`src/rtl/pheap_pkg.sv`:
```
// rtl/pheap_pkg.sv - shared op/state types and capacity helper for the pipelined heap front end
package pheap_pkg;

  typedef enum logic {
    OP_INSERT = 1'b0,
    OP_POP    = 1'b1
  } op_e;

  typedef enum logic [1:0] {
    RUN   = 2'd0,
    DRAIN = 2'd1,
    CLEAR = 2'd2
  } sched_state_e;

  // A full binary heap with levels 0..levels holds 2**(levels+1)-1 elements.
  function automatic int cap(input int levels);
    return (1 << (levels + 1)) - 1;
  endfunction

endpackage

```
`src/rtl/pheap_op_sched_if.sv`:
```
// rtl/pheap_op_sched_if.sv - request, flush and status bundle between a requester and the op scheduler
interface pheap_op_sched_if #(
  parameter int LEVELS = 4
) ();
  import pheap_pkg::*;

  logic                      req_valid;
  op_e                       req_op;
  logic                      req_ready;
  logic                      flush_req;
  logic                      flush_done;
  logic                      issue_valid;
  op_e                       issue_op;
  logic [LEVELS:0]           lvl_busy;
  logic [$clog2(LEVELS):0]   top_lvl;
  logic                      pipe_idle;
  logic [LEVELS:0]           count;
  logic                      full;
  logic                      empty;

  modport master (
    output req_valid, req_op, flush_req,
    input  req_ready, flush_done, issue_valid, issue_op,
           lvl_busy, top_lvl, pipe_idle, count, full, empty
  );

  modport slave (
    input  req_valid, req_op, flush_req,
    output req_ready, flush_done, issue_valid, issue_op,
           lvl_busy, top_lvl, pipe_idle, count, full, empty
  );

endinterface

```
`src/rtl/pri_enc.sv`:
```
// rtl/pri_enc.sv - highest-set-bit encoder over the level busy vector, plus an all-clear flag
module pri_enc #(
  parameter int LEVELS = 4
) (
  input  logic [LEVELS:0]         a,
  output logic [$clog2(LEVELS):0] y,
  output logic                    idle
);
  localparam int YW = $clog2(LEVELS) + 1;

  // Later iterations overwrite earlier ones, so the deepest set bit wins.
  always_comb begin
    y = '0;
    for (int k = 0; k <= LEVELS; k++) begin
      if (a[k]) y = YW'(k);
    end
  end

  assign idle = ~|a;

endmodule

```
`src/rtl/pheap_op_sched.sv`:
```
// rtl/pheap_op_sched.sv - level-0 issue scheduler: op spacing, occupancy tracking, element count, drain/flush
module pheap_op_sched
  import pheap_pkg::*;
#(
  parameter int LEVELS    = 4,
  parameter int ISSUE_GAP = 2
) (
  input logic                    clk,
  input logic                    rst_n,
  pheap_op_sched_if.slave        bus
);
  localparam int              CAP   = cap(LEVELS);
  localparam logic [LEVELS:0] CAP_V = CAP[LEVELS:0];
  localparam logic [LEVELS:0] ONE   = {{LEVELS{1'b0}}, 1'b1};

  sched_state_e    state, state_nxt;
  logic [LEVELS:0] lvl_busy;
  logic [LEVELS:0] count;
  logic            gap_ok;
  logic            op_ok;
  logic            ready;
  logic            issue;
  logic            done;
  logic            idle;

  // Recent issues still sitting in the shallow levels block a new issue.
  if (ISSUE_GAP <= 1) begin : g_gap_none
    assign gap_ok = 1'b1;
  end else begin : g_gap_window
    assign gap_ok = ~|lvl_busy[ISSUE_GAP-2:0];
  end

  assign op_ok = (bus.req_op == OP_INSERT) ? ~bus.full : ~bus.empty;
  assign issue = bus.req_valid & ready;

  always_ff @(posedge clk or negedge rst_n) begin
    if (!rst_n) state <= RUN;
    else        state <= state_nxt;
  end

  always_comb begin
    state_nxt = state;
    case (state)
      RUN:     if (bus.flush_req) state_nxt = DRAIN;
      DRAIN:   if (idle)          state_nxt = CLEAR;
      CLEAR:                      state_nxt = RUN;
      default:                    state_nxt = RUN;
    endcase
  end

  always_comb begin
    ready = 1'b0;
    done  = 1'b0;
    case (state)
      RUN:     ready = ~bus.flush_req & gap_ok & op_ok;
      CLEAR:   done  = 1'b1;
      default: ;
    endcase
  end

  always_ff @(posedge clk or negedge rst_n) begin
    if (!rst_n) lvl_busy <= '0;
    else        lvl_busy <= {lvl_busy[LEVELS-1:0], issue};
  end

  always_ff @(posedge clk or negedge rst_n) begin
    if (!rst_n) begin
      count <= '0;
    end else if (state == CLEAR) begin
      count <= '0;
    end else if (issue) begin
      count <= (bus.req_op == OP_INSERT) ? count + ONE : count - ONE;
    end
  end

  pri_enc #(.LEVELS(LEVELS)) u_pri_enc (
    .a    (lvl_busy),
    .y    (bus.top_lvl),
    .idle (idle)
  );

  assign bus.req_ready   = ready;
  assign bus.issue_valid = issue;
  assign bus.issue_op    = bus.req_op;
  assign bus.flush_done  = done;
  assign bus.lvl_busy    = lvl_busy;
  assign bus.pipe_idle   = idle;
  assign bus.count       = count;
  assign bus.full        = (count == CAP_V);
  assign bus.empty       = (count == '0);

endmodule

```
`src/flat_wrapper.sv`:
```
// flat-port wrapper written by rule: the top's interface ports become plain ports
module pheap_op_sched_flat import pheap_pkg::*;
#(
  parameter int LEVELS    = 4,
  parameter int ISSUE_GAP = 2
)
  (clk, rst_n, bus_req_valid, bus_req_op, bus_flush_req, bus_req_ready, bus_flush_done, bus_issue_valid, bus_issue_op, bus_lvl_busy, bus_top_lvl, bus_pipe_idle, bus_count, bus_full, bus_empty);
  pheap_op_sched_if #(.LEVELS(LEVELS)) bus_i ();
  input logic clk;
  input logic rst_n;
  input wire logic [$bits(bus_i.req_valid)-1:0] bus_req_valid;
  input wire logic [$bits(bus_i.req_op)-1:0] bus_req_op;
  input wire logic [$bits(bus_i.flush_req)-1:0] bus_flush_req;
  output wire logic [$bits(bus_i.req_ready)-1:0] bus_req_ready;
  output wire logic [$bits(bus_i.flush_done)-1:0] bus_flush_done;
  output wire logic [$bits(bus_i.issue_valid)-1:0] bus_issue_valid;
  output wire logic [$bits(bus_i.issue_op)-1:0] bus_issue_op;
  output wire logic [$bits(bus_i.lvl_busy)-1:0] bus_lvl_busy;
  output wire logic [$bits(bus_i.top_lvl)-1:0] bus_top_lvl;
  output wire logic [$bits(bus_i.pipe_idle)-1:0] bus_pipe_idle;
  output wire logic [$bits(bus_i.count)-1:0] bus_count;
  output wire logic [$bits(bus_i.full)-1:0] bus_full;
  output wire logic [$bits(bus_i.empty)-1:0] bus_empty;
  assign bus_i.req_valid = bus_req_valid;
  assign bus_i.req_op = bus_req_op;
  assign bus_i.flush_req = bus_flush_req;
  assign bus_req_ready = bus_i.req_ready;
  assign bus_flush_done = bus_i.flush_done;
  assign bus_issue_valid = bus_i.issue_valid;
  assign bus_issue_op = bus_i.issue_op;
  assign bus_lvl_busy = bus_i.lvl_busy;
  assign bus_top_lvl = bus_i.top_lvl;
  assign bus_pipe_idle = bus_i.pipe_idle;
  assign bus_count = bus_i.count;
  assign bus_full = bus_i.full;
  assign bus_empty = bus_i.empty;
  pheap_op_sched #(.LEVELS(LEVELS), .ISSUE_GAP(ISSUE_GAP)) u_core (.clk(clk), .rst_n(rst_n), .bus(bus_i));
endmodule
```
`config.mk`:
```
export PLATFORM = sky130hd
export DESIGN_NAME = pheap_op_sched_flat
export DESIGN_NICKNAME = d
export VERILOG_FILES = /design/src/rtl/pheap_pkg.sv /design/src/rtl/pheap_op_sched_if.sv /design/src/rtl/pri_enc.sv /design/src/rtl/pheap_op_sched.sv /design/src/flat_wrapper.sv
export SDC_FILE = /design/constraint.sdc
export NUM_CORES = 1
export LEC_CHECK = 0
export ABC_AREA = 1
export BUFFER_PORTS_ARGS = -buffer_cell sky130_fd_sc_hd__buf_2
export CAP_MARGIN = 30
export CELL_PAD_IN_SITES_DETAIL_PLACEMENT = 0
export CELL_PAD_IN_SITES_GLOBAL_PLACEMENT = 1
export CORE_MARGIN = 5
export CORE_UTILIZATION = 31
export DETAILED_ROUTE_END_ITERATION = 16
export PLACE_DENSITY = 0.79
export SLEW_MARGIN = 20
export SYNTH_ARGS = -nofsm -noshare
export SYNTH_HDL_FRONTEND = slang
export SYNTH_SLANG_ARGS = --single-unit
```
`constraint.sdc`:
```
create_clock -name clk -period 1.3 [get_ports clk]
set_input_delay 0.065 -clock clk [delete_from_list [all_inputs] [get_ports clk]]
set_output_delay 0.065 -clock clk [all_outputs]
set_load 0.02 [all_outputs]
```
# After elaboration in Yosys (flattened, before gate mapping)
# Index checks and enable logic that the tools add are counted.
[op_classes]
add_sub_neg = 2
n_eq_ne = 5
muxes = 13
bitwise = 6
reduce_logical = 7
[ops]
columns = ["cell", "count"]
rows = [
  ["$mux 5", 3],
  ["$mux 3", 3],
  ["$add 5x1->5 const B", 1],
  ["$eq 5x5->1 const B", 1],
  ["$logic_not 5->1", 1],
  ["$reduce_or 5->1", 1],
  ["$sub 5x1->5 const B", 1],
  ["$mux 1", 4],
  ["$mux 2", 2],
  ["$ne 2x2->1 const B", 2],
  ["$pmux 2 s2", 1],
  ["$and 1x1->1", 3],
  ["$not 1->1", 3],
  ["$eq 2x1->1 const B", 1],
  ["$eq 2x2->1 const B", 1],
  ["$logic_not 1->1", 2],
  ["$logic_not 2->1", 1],
  ["$reduce_and 2->1", 1],
  ["$reduce_bool 2->1", 1],
]
[word_totals]
reg_bits = 12
inputBits = 5
out_inout_bits = 20
elab_cells = 36

# Logic depth before layout (Yosys ltp)
[depth]
ltp_word = 8
ltp_mapped = 9
depth_no_buf = 9

# By module
# A second synthesis with hierarchy kept.
[hier_totals]
hier_cells = 86
hier_area_um2 = 704.4
[modules_own_cells]
columns = ["mod", "n_inst", "cells_per_inst", "area_per_inst_um2", "seq_area_each_um2"]
rows = [
  ["pheap_op_sched", 1, 75, 654.4, 300.3],
  ["pri_enc", 1, 11, 50.0, 0.0],
]

# Least setup slack after synthesis
# Ideal clock, no wire load.
[synth_path]
path_kind = "register to register"
start = "register u_core.count[0], in the netlist u_core.bus.count[0]"
end = "register u_core.count[4], in the netlist u_core.bus.count[4]"
setup_time_ps = 119
arrival_time_ps = 1473
required_time_ps = 1181
slack_ps = -291
stages_incl_launch_ff = 9
n_path_buf = 0
synth_period_minus_slack_ps = 1591
cell_sequence = "dfrtp_1 -> inv_1 -> fa_1 -> nor2_1 -> o21ai_1 -> nand3b_1 -> nand2_1 -> nand2_1 -> nand2_1"
[synth_via]
elab_chain_len = 7
elab_cells_between_ends = 14
classes_between = "add/sub (2); eq/ne (1); mux (5); bitwise (4); reduce/logical (2)"
[synth_lines]
columns = ["item", "line", "source"]
rows = [
  ["from (decl)", "pheap_op_sched.sv:18", "logic [LEVELS:0] count;"],
  ["from (signal assigned)", "pheap_op_sched.sv:72", "count <= (bus.req_op == OP_INSERT) ? count + ONE : count - ONE;"],
  ["parallel branches: the longest is 7 deep, another holds $add 5x1->5", "n/a", ""],
]
# Several ways; the timed one is not identified. The select of a mux whose other input is x is not followed.
# A chain may end at the register's enable or synchronous reset.

# Final worst setup path
[layout_path]
start = "register u_core.count[1], in the netlist u_core.bus.count[1]"
end = "output bus_issue_valid"
[layout_via]
elab_chain_len = 6
elab_cells_between_ends = 8
classes_between = "eq/ne (1); mux (2); bitwise (4); reduce/logical (1)"
[layout_lines]
columns = ["item", "line", "source"]
rows = [
  ["$eq 5x5->1 / $logic_not 5->1 (equally long branches)", "pheap_op_sched.sv:89, pheap_op_sched.sv:90", ""],
  ["$not 1->1", "pheap_op_sched.sv:33", "assign op_ok = (bus.req_op == OP_INSERT) ? ~bus.full : ~bus.empty;"],
  ["$mux 1 (*)", "pheap_op_sched.sv:33", ""],
  ["$and 1x1->1 (*)", "pheap_op_sched.sv:55", "RUN: ready = ~bus.flush_req & gap_ok & op_ok;"],
  ["$mux 1 (*)", "pheap_op_sched.sv:54", "case (state)"],
  ["$and 1x1->1 (*)", "pheap_op_sched.sv:34", "assign issue = bus.req_valid & ready;"],
  ["to (decl)", "flat_wrapper.sv:16", "output wire logic [$bits(bus_i.issue_valid)-1:0] bus_issue_valid;"],
]
# Every way passes the cells marked *; elsewhere a longest branch is shown, timed or not.

==> results.rst <==
.. list-table::
   :header-rows: 1

   * - Metric
     - Value
   * - Top cells by area in the synthesized netlist
     - sky130_fd_sc_hd__dfrtp_1 40%, sky130_fd_sc_hd__nand2_1 10%, sky130_fd_sc_hd__nand3_1 6.7%
   * - Vertical extent of the die
     - 59.0 µm
   * - Final worst path period share
     - 1.11
   * - Number of endpoints with negative hold slack in the final report
     - 0
   * - Worst R2R Path Depth
     - 9
   * - Clock tree from TritonCTS
     - yes
   * - Fillers
     - 242
   * - Simple-Gate Fraction of Synth Area
     - 0.363
   * - Fin nets
     - 146
   * - Layout overhead on the synthesized area
     - 53.9%
   * - Antenna cells
     - 0
   * - Global-route wire length before repair
     - 3.05 mm
   * - Critical path cell sequence
     - buf_4 > nand2_1 > inv_2 > nand3_4 > nand4_4 > inv_4 > buf_6
   * - Setup repair after global routing missed its margin
     - true
   * - Initial Util
     - 0.330
   * - Total of endpoints with negative setup slack in the final report
     - 8
   * - Count of pins over their slew limit
     - 0
   * - Global router's overall resource usage
     - 0.114
   * - Post-Synth Adder-Cell Area
     - 0.0773
   * - Sink of the worst hold path
     - u_core.state[0]$_DFFE_PN0P_
   * - Mux share of post-synthesis cell area
     - 0
   * - Power, Total
     - 2.69 mW
   * - Power per cell area
     - 2350 nW/µm²
   * - Part of the power in the clock network
     - 0.109
   * - Outcome
     - finished, violations left
   * - Row Count
     - 17
   * - Drt first-iter violations
     - 17
   * - Worst Max-Slew Pin Slew
     - 0.275 ns
   * - Class of the most critical hold timing path
     - primary input to flop
   * - Arr. time, crit path
     - 1.37 ns
   * - Violated checks
     - setup timing
   * - Least setup slack across all paths after layout
     - -0.140 ns
   * - Peak supply drop
     - 1.15 mV
   * - Final ANT Viol Nets
     - 0
   * - Final weighted congestion of routability-driven global placement
     - 0.850
   * - Post-synthesis area per instance
     - 8.00 µm²
   * - Leading cell type by number of instances after synthesis
     - sky130_fd_sc_hd__nand2_1
   * - Leakage power
     - 0.626 nW
   * - DP HPWL
     - 1.38 mm
   * - Latest clock arrival within the worst-skew pair
     - 0.27 ns
   * - Number of global-route vias before repair
     - 692
   * - Worst-case clock buffer depth
     - 2
   * - I/O Pins
     - 25
   * - Count of TritonRoute iterations in the first routing pass
     - 2
   * - Critical path start-end classification
     - flop to primary output
   * - Drt wl/cell
     - 11.5 µm
   * - IO Port Bufs
     - 24
   * - Final global-route overflow total
     - 0
   * - Dominant synthesized flop cell
     - sky130_fd_sc_hd__dfrtp_1
   * - Initial antenna violation count
     - 0
   * - Clock Skew
     - 0.00713 ns
   * - Instance count along the most critical hold path
     - 3
   * - Area used by multi-input combinational logic
     - 414 µm²
   * - Achievable frequency
     - 694 MHz
   * - Internal
     - 1.44 mW
   * - Critical Path Sink Type
     - primary output
   * - Slowest cell on the critical path
     - sky130_fd_sc_hd__dfrtp_2
   * - Critical path peak fanout
     - 5
   * - Power share of the combinational group
     - 0.632
   * - Die outline area
     - 3480 µm²
   * - Delay of the slowest critical-path stage
     - 0.45 ns
   * - Number of warnings issued by yosys
     - 0
   * - P_sw
     - 1.25 mW
   * - Max cap viols
     - 0
   * - Core Area
     - 2250 µm²
   * - Fraction of synthesis flops using an asynchronous set or reset pin
     - 1.00
   * - R2R Path Start
     - u_core.bus.count[0]$_DFFE_PN0P_
   * - Net switching share of the total power
     - 0.464
   * - CTS Root Cell
     - sky130_fd_sc_hd__clkbuf_4
   * - Worst EP required
     - 1.24 ns
   * - Synth Register Bits
     - 12
   * - Top-area cell type share of the netlist area
     - 0.403
   * - Hold Startpoint
     - bus_flush_req
   * - Horizontal die dimension
     - 59.0 µm
   * - Core utilization of the finished layout
     - 0.508
   * - Total clock sinks
     - 12
   * - Seq/Total Area, Yosys
     - 0.403
   * - Commonest cells in the netlist
     - 20 x sky130_fd_sc_hd__nand2_1, 13 x sky130_fd_sc_hd__inv_1, 12 x sky130_fd_sc_hd__dfrtp_1, 12 x sky130_fd_sc_hd__nor2_1, 10 x sky130_fd_sc_hd__nand3_1
   * - Total CTS buffers
     - 3
   * - Pin count of the biggest net entering global routing
     - 13
   * - Maximum level of the CTS H-tree
     - 1
   * - Detailed-route vias per instance
     - 4.40
   * - Max_slew headroom
     - 0.816
   * - Startpoint kind of the worst setup timing path
     - flop
   * - XOR/XNOR Fraction of Synth Area
     - 0.0235
   * - Vias post-DR
     - 721
   * - Worst hold slack
     - 0.0657 ns
   * - Fraction of layout cells with a size suffix above 1
     - 0.559
   * - Storage cell area
     - 305 µm²
   * - DRC
     - 0
   * - Clock transition at the registers of the reported paths
     - 0.08 ns
   * - Power share of the sequential group
     - 0.259
   * - Clock period minus worst slack
     - 1.44 ns
   * - Final setup TNS
     - -0.697 ns
   * - FF-to-FF End
     - u_core.bus.count[4]$_DFFE_PN0P_
   * - Count of different cell masters after synthesis
     - 21
   * - Main combinational cell family by area after synthesis
     - simple AND/OR/NAND/NOR gates
   * - Area fraction in compound gates after synthesis
     - 0.0134
   * - Synthesized netlist net count
     - 102
   * - Number of enable-type register cells in the synthesized netlist
     - 0
   * - Area leader, netlist
     - sky130_fd_sc_hd__dfrtp_1
   * - Cell Area, Synth
     - 744 µm²
   * - Gate Count Post-Synth
     - 93
   * - Total Wirelength
     - 1.89 mm
   * - Reg-to-reg setup timing slack
     - -0.13 ns
-- cell usage in the layout (no fill, tap or decap) --
| master | n |
|---|---|
| sky130_fd_sc_hd__nor2_2 | 2 |
| sky130_fd_sc_hd__nor3b_2 | 1 |
| sky130_fd_sc_hd__nand2_1 | 17 |
| sky130_fd_sc_hd__dfrtp_2 | 4 |
| sky130_fd_sc_hd__o21ai_1 | 1 |
| sky130_fd_sc_hd__o21ai_2 | 1 |
| sky130_fd_sc_hd__xor2_1 | 1 |
| sky130_fd_sc_hd__clkbuf_4 | 3 |
| sky130_fd_sc_hd__nand3_1 | 10 |
| sky130_fd_sc_hd__xnor2_1 | 1 |
| sky130_fd_sc_hd__nand4_1 | 1 |
| sky130_fd_sc_hd__nand4_4 | 1 |
| sky130_fd_sc_hd__dlygate4sd3_1 | 1 |
| sky130_fd_sc_hd__ha_4 | 1 |
| sky130_fd_sc_hd__nor3_1 | 1 |
| sky130_fd_sc_hd__nand2_2 | 5 |
| sky130_fd_sc_hd__buf_2 | 20 |
| sky130_fd_sc_hd__dfrtp_1 | 8 |
| sky130_fd_sc_hd__inv_4 | 2 |
| sky130_fd_sc_hd__nand3b_1 | 1 |
| sky130_fd_sc_hd__nor2_4 | 5 |
| sky130_fd_sc_hd__inv_1 | 9 |
| sky130_fd_sc_hd__buf_4 | 15 |
| sky130_fd_sc_hd__ha_1 | 2 |
| sky130_fd_sc_hd__buf_6 | 5 |
| sky130_fd_sc_hd__fa_2 | 1 |
| sky130_fd_sc_hd__inv_2 | 8 |
| sky130_fd_sc_hd__nand3_4 | 1 |
| sky130_fd_sc_hd__nor2_1 | 7 |
| sky130_fd_sc_hd__clkbuf_8 | 1 |
-- logic make-up after synthesis --
logic type,Yosys count
buffers and inverters,21
flip-flops,12
AO/OA/AOI/OAI,2
XOR/XNOR,2
adder cells (fa/ha/maj),4
AND/OR/NAND/NOR,52
-- worst max-delay path by stage --
stage	start	slack [ns]	to	cells past startpoint
global route	u_core.bus.count[0]$_DFFE_PN0P_	-0.21	u_core.bus.count[4]$_DFFE_PN0P_	9
CTS	u_core.bus.count[2]$_DFFE_PN0P_	-0.16	bus_issue_valid	5
finish	u_core.bus.count[1]$_DFFE_PN0P_	-0.14	bus_issue_valid	7
global placement	u_core.bus.count[2]$_DFFE_PN0P_	-0.04	u_core.bus.count[2]$_DFFE_PN0P_	7
floorplan	u_core.bus.count[1]$_DFFE_PN0P_	-0.09	u_core.bus.count[4]$_DFFE_PN0P_	8
detailed placement	u_core.bus.count[1]$_DFFE_PN0P_	-0.1	u_core.bus.count[4]$_DFFE_PN0P_	8
-- repair_timing --
| item | CTS | global route |
|---|---|---|
| hold endpoints to repair | 12 | 0 |
| hold buffers | 1 | 0 |
| gates resized for setup | 9 | 16 |
| buffers inserted | 5 | 1 |
| endpoints found under the setup margin | 5 | 11 |
| cloned | 0 | 0 |
| pin swaps | 5 | 4 |
-- worst max-delay path, delay by kind of cell, from the launching register on --
kind          cells  cell delay, ns
flops             1            0.45
buf+inv           4            0.39
simple gates      3            0.27
-- power groups by stage --
stage	logic (mW)	clock network, mW	registers [mW]
finish	1.70	0.294	0.696
CTS	1.59	0.308	0.673
global placement	1.42	0	0.663
detailed placement	1.43	0	0.668
global route	1.87	0.321	0.714
floorplan	0.797	0	0.788
-- flip-flops by register name (all words and copies together) (netlist names) --
register / flops
u_core.bus.count: 5
u_core.state: 2
u_core.bus.lvl_busy: 5
-- final cells by class --
cell class / instances / area share
multi-input combinational: 60 / 0.361
sequential: 12 / 0.266
timing repair buffer: 41 / 0.243
inverter: 19 / 0.0666
clock buffer: 4 / 0.0317
tap: 28 / 0.0306
-- per-layer routing --
layer  part of all wire  global-route usage  up-vias  wire length (µm)
met3              0.074              0.0196        0               140
li1                   -                   -      372                 -
met4                  0              0.0485        0                 0
met5                  0                   0        -                 0
met1               0.43               0.145      329               822
met2               0.49               0.191       20               932
-- per-stage QoR --
step / setup slack (ns) / cell area [µm²] / cells
finish: -0.140 / 1150 / 164
global route: -0.213 / 1150 / 164
CTS: -0.157 / 1090 / 163
detailed placement: -0.0951 / 981 / 153
global placement: -0.0419 / 981 / 153
floorplan: -0.0884 / 766 / 93
Power figures use the tool's default switching activity.
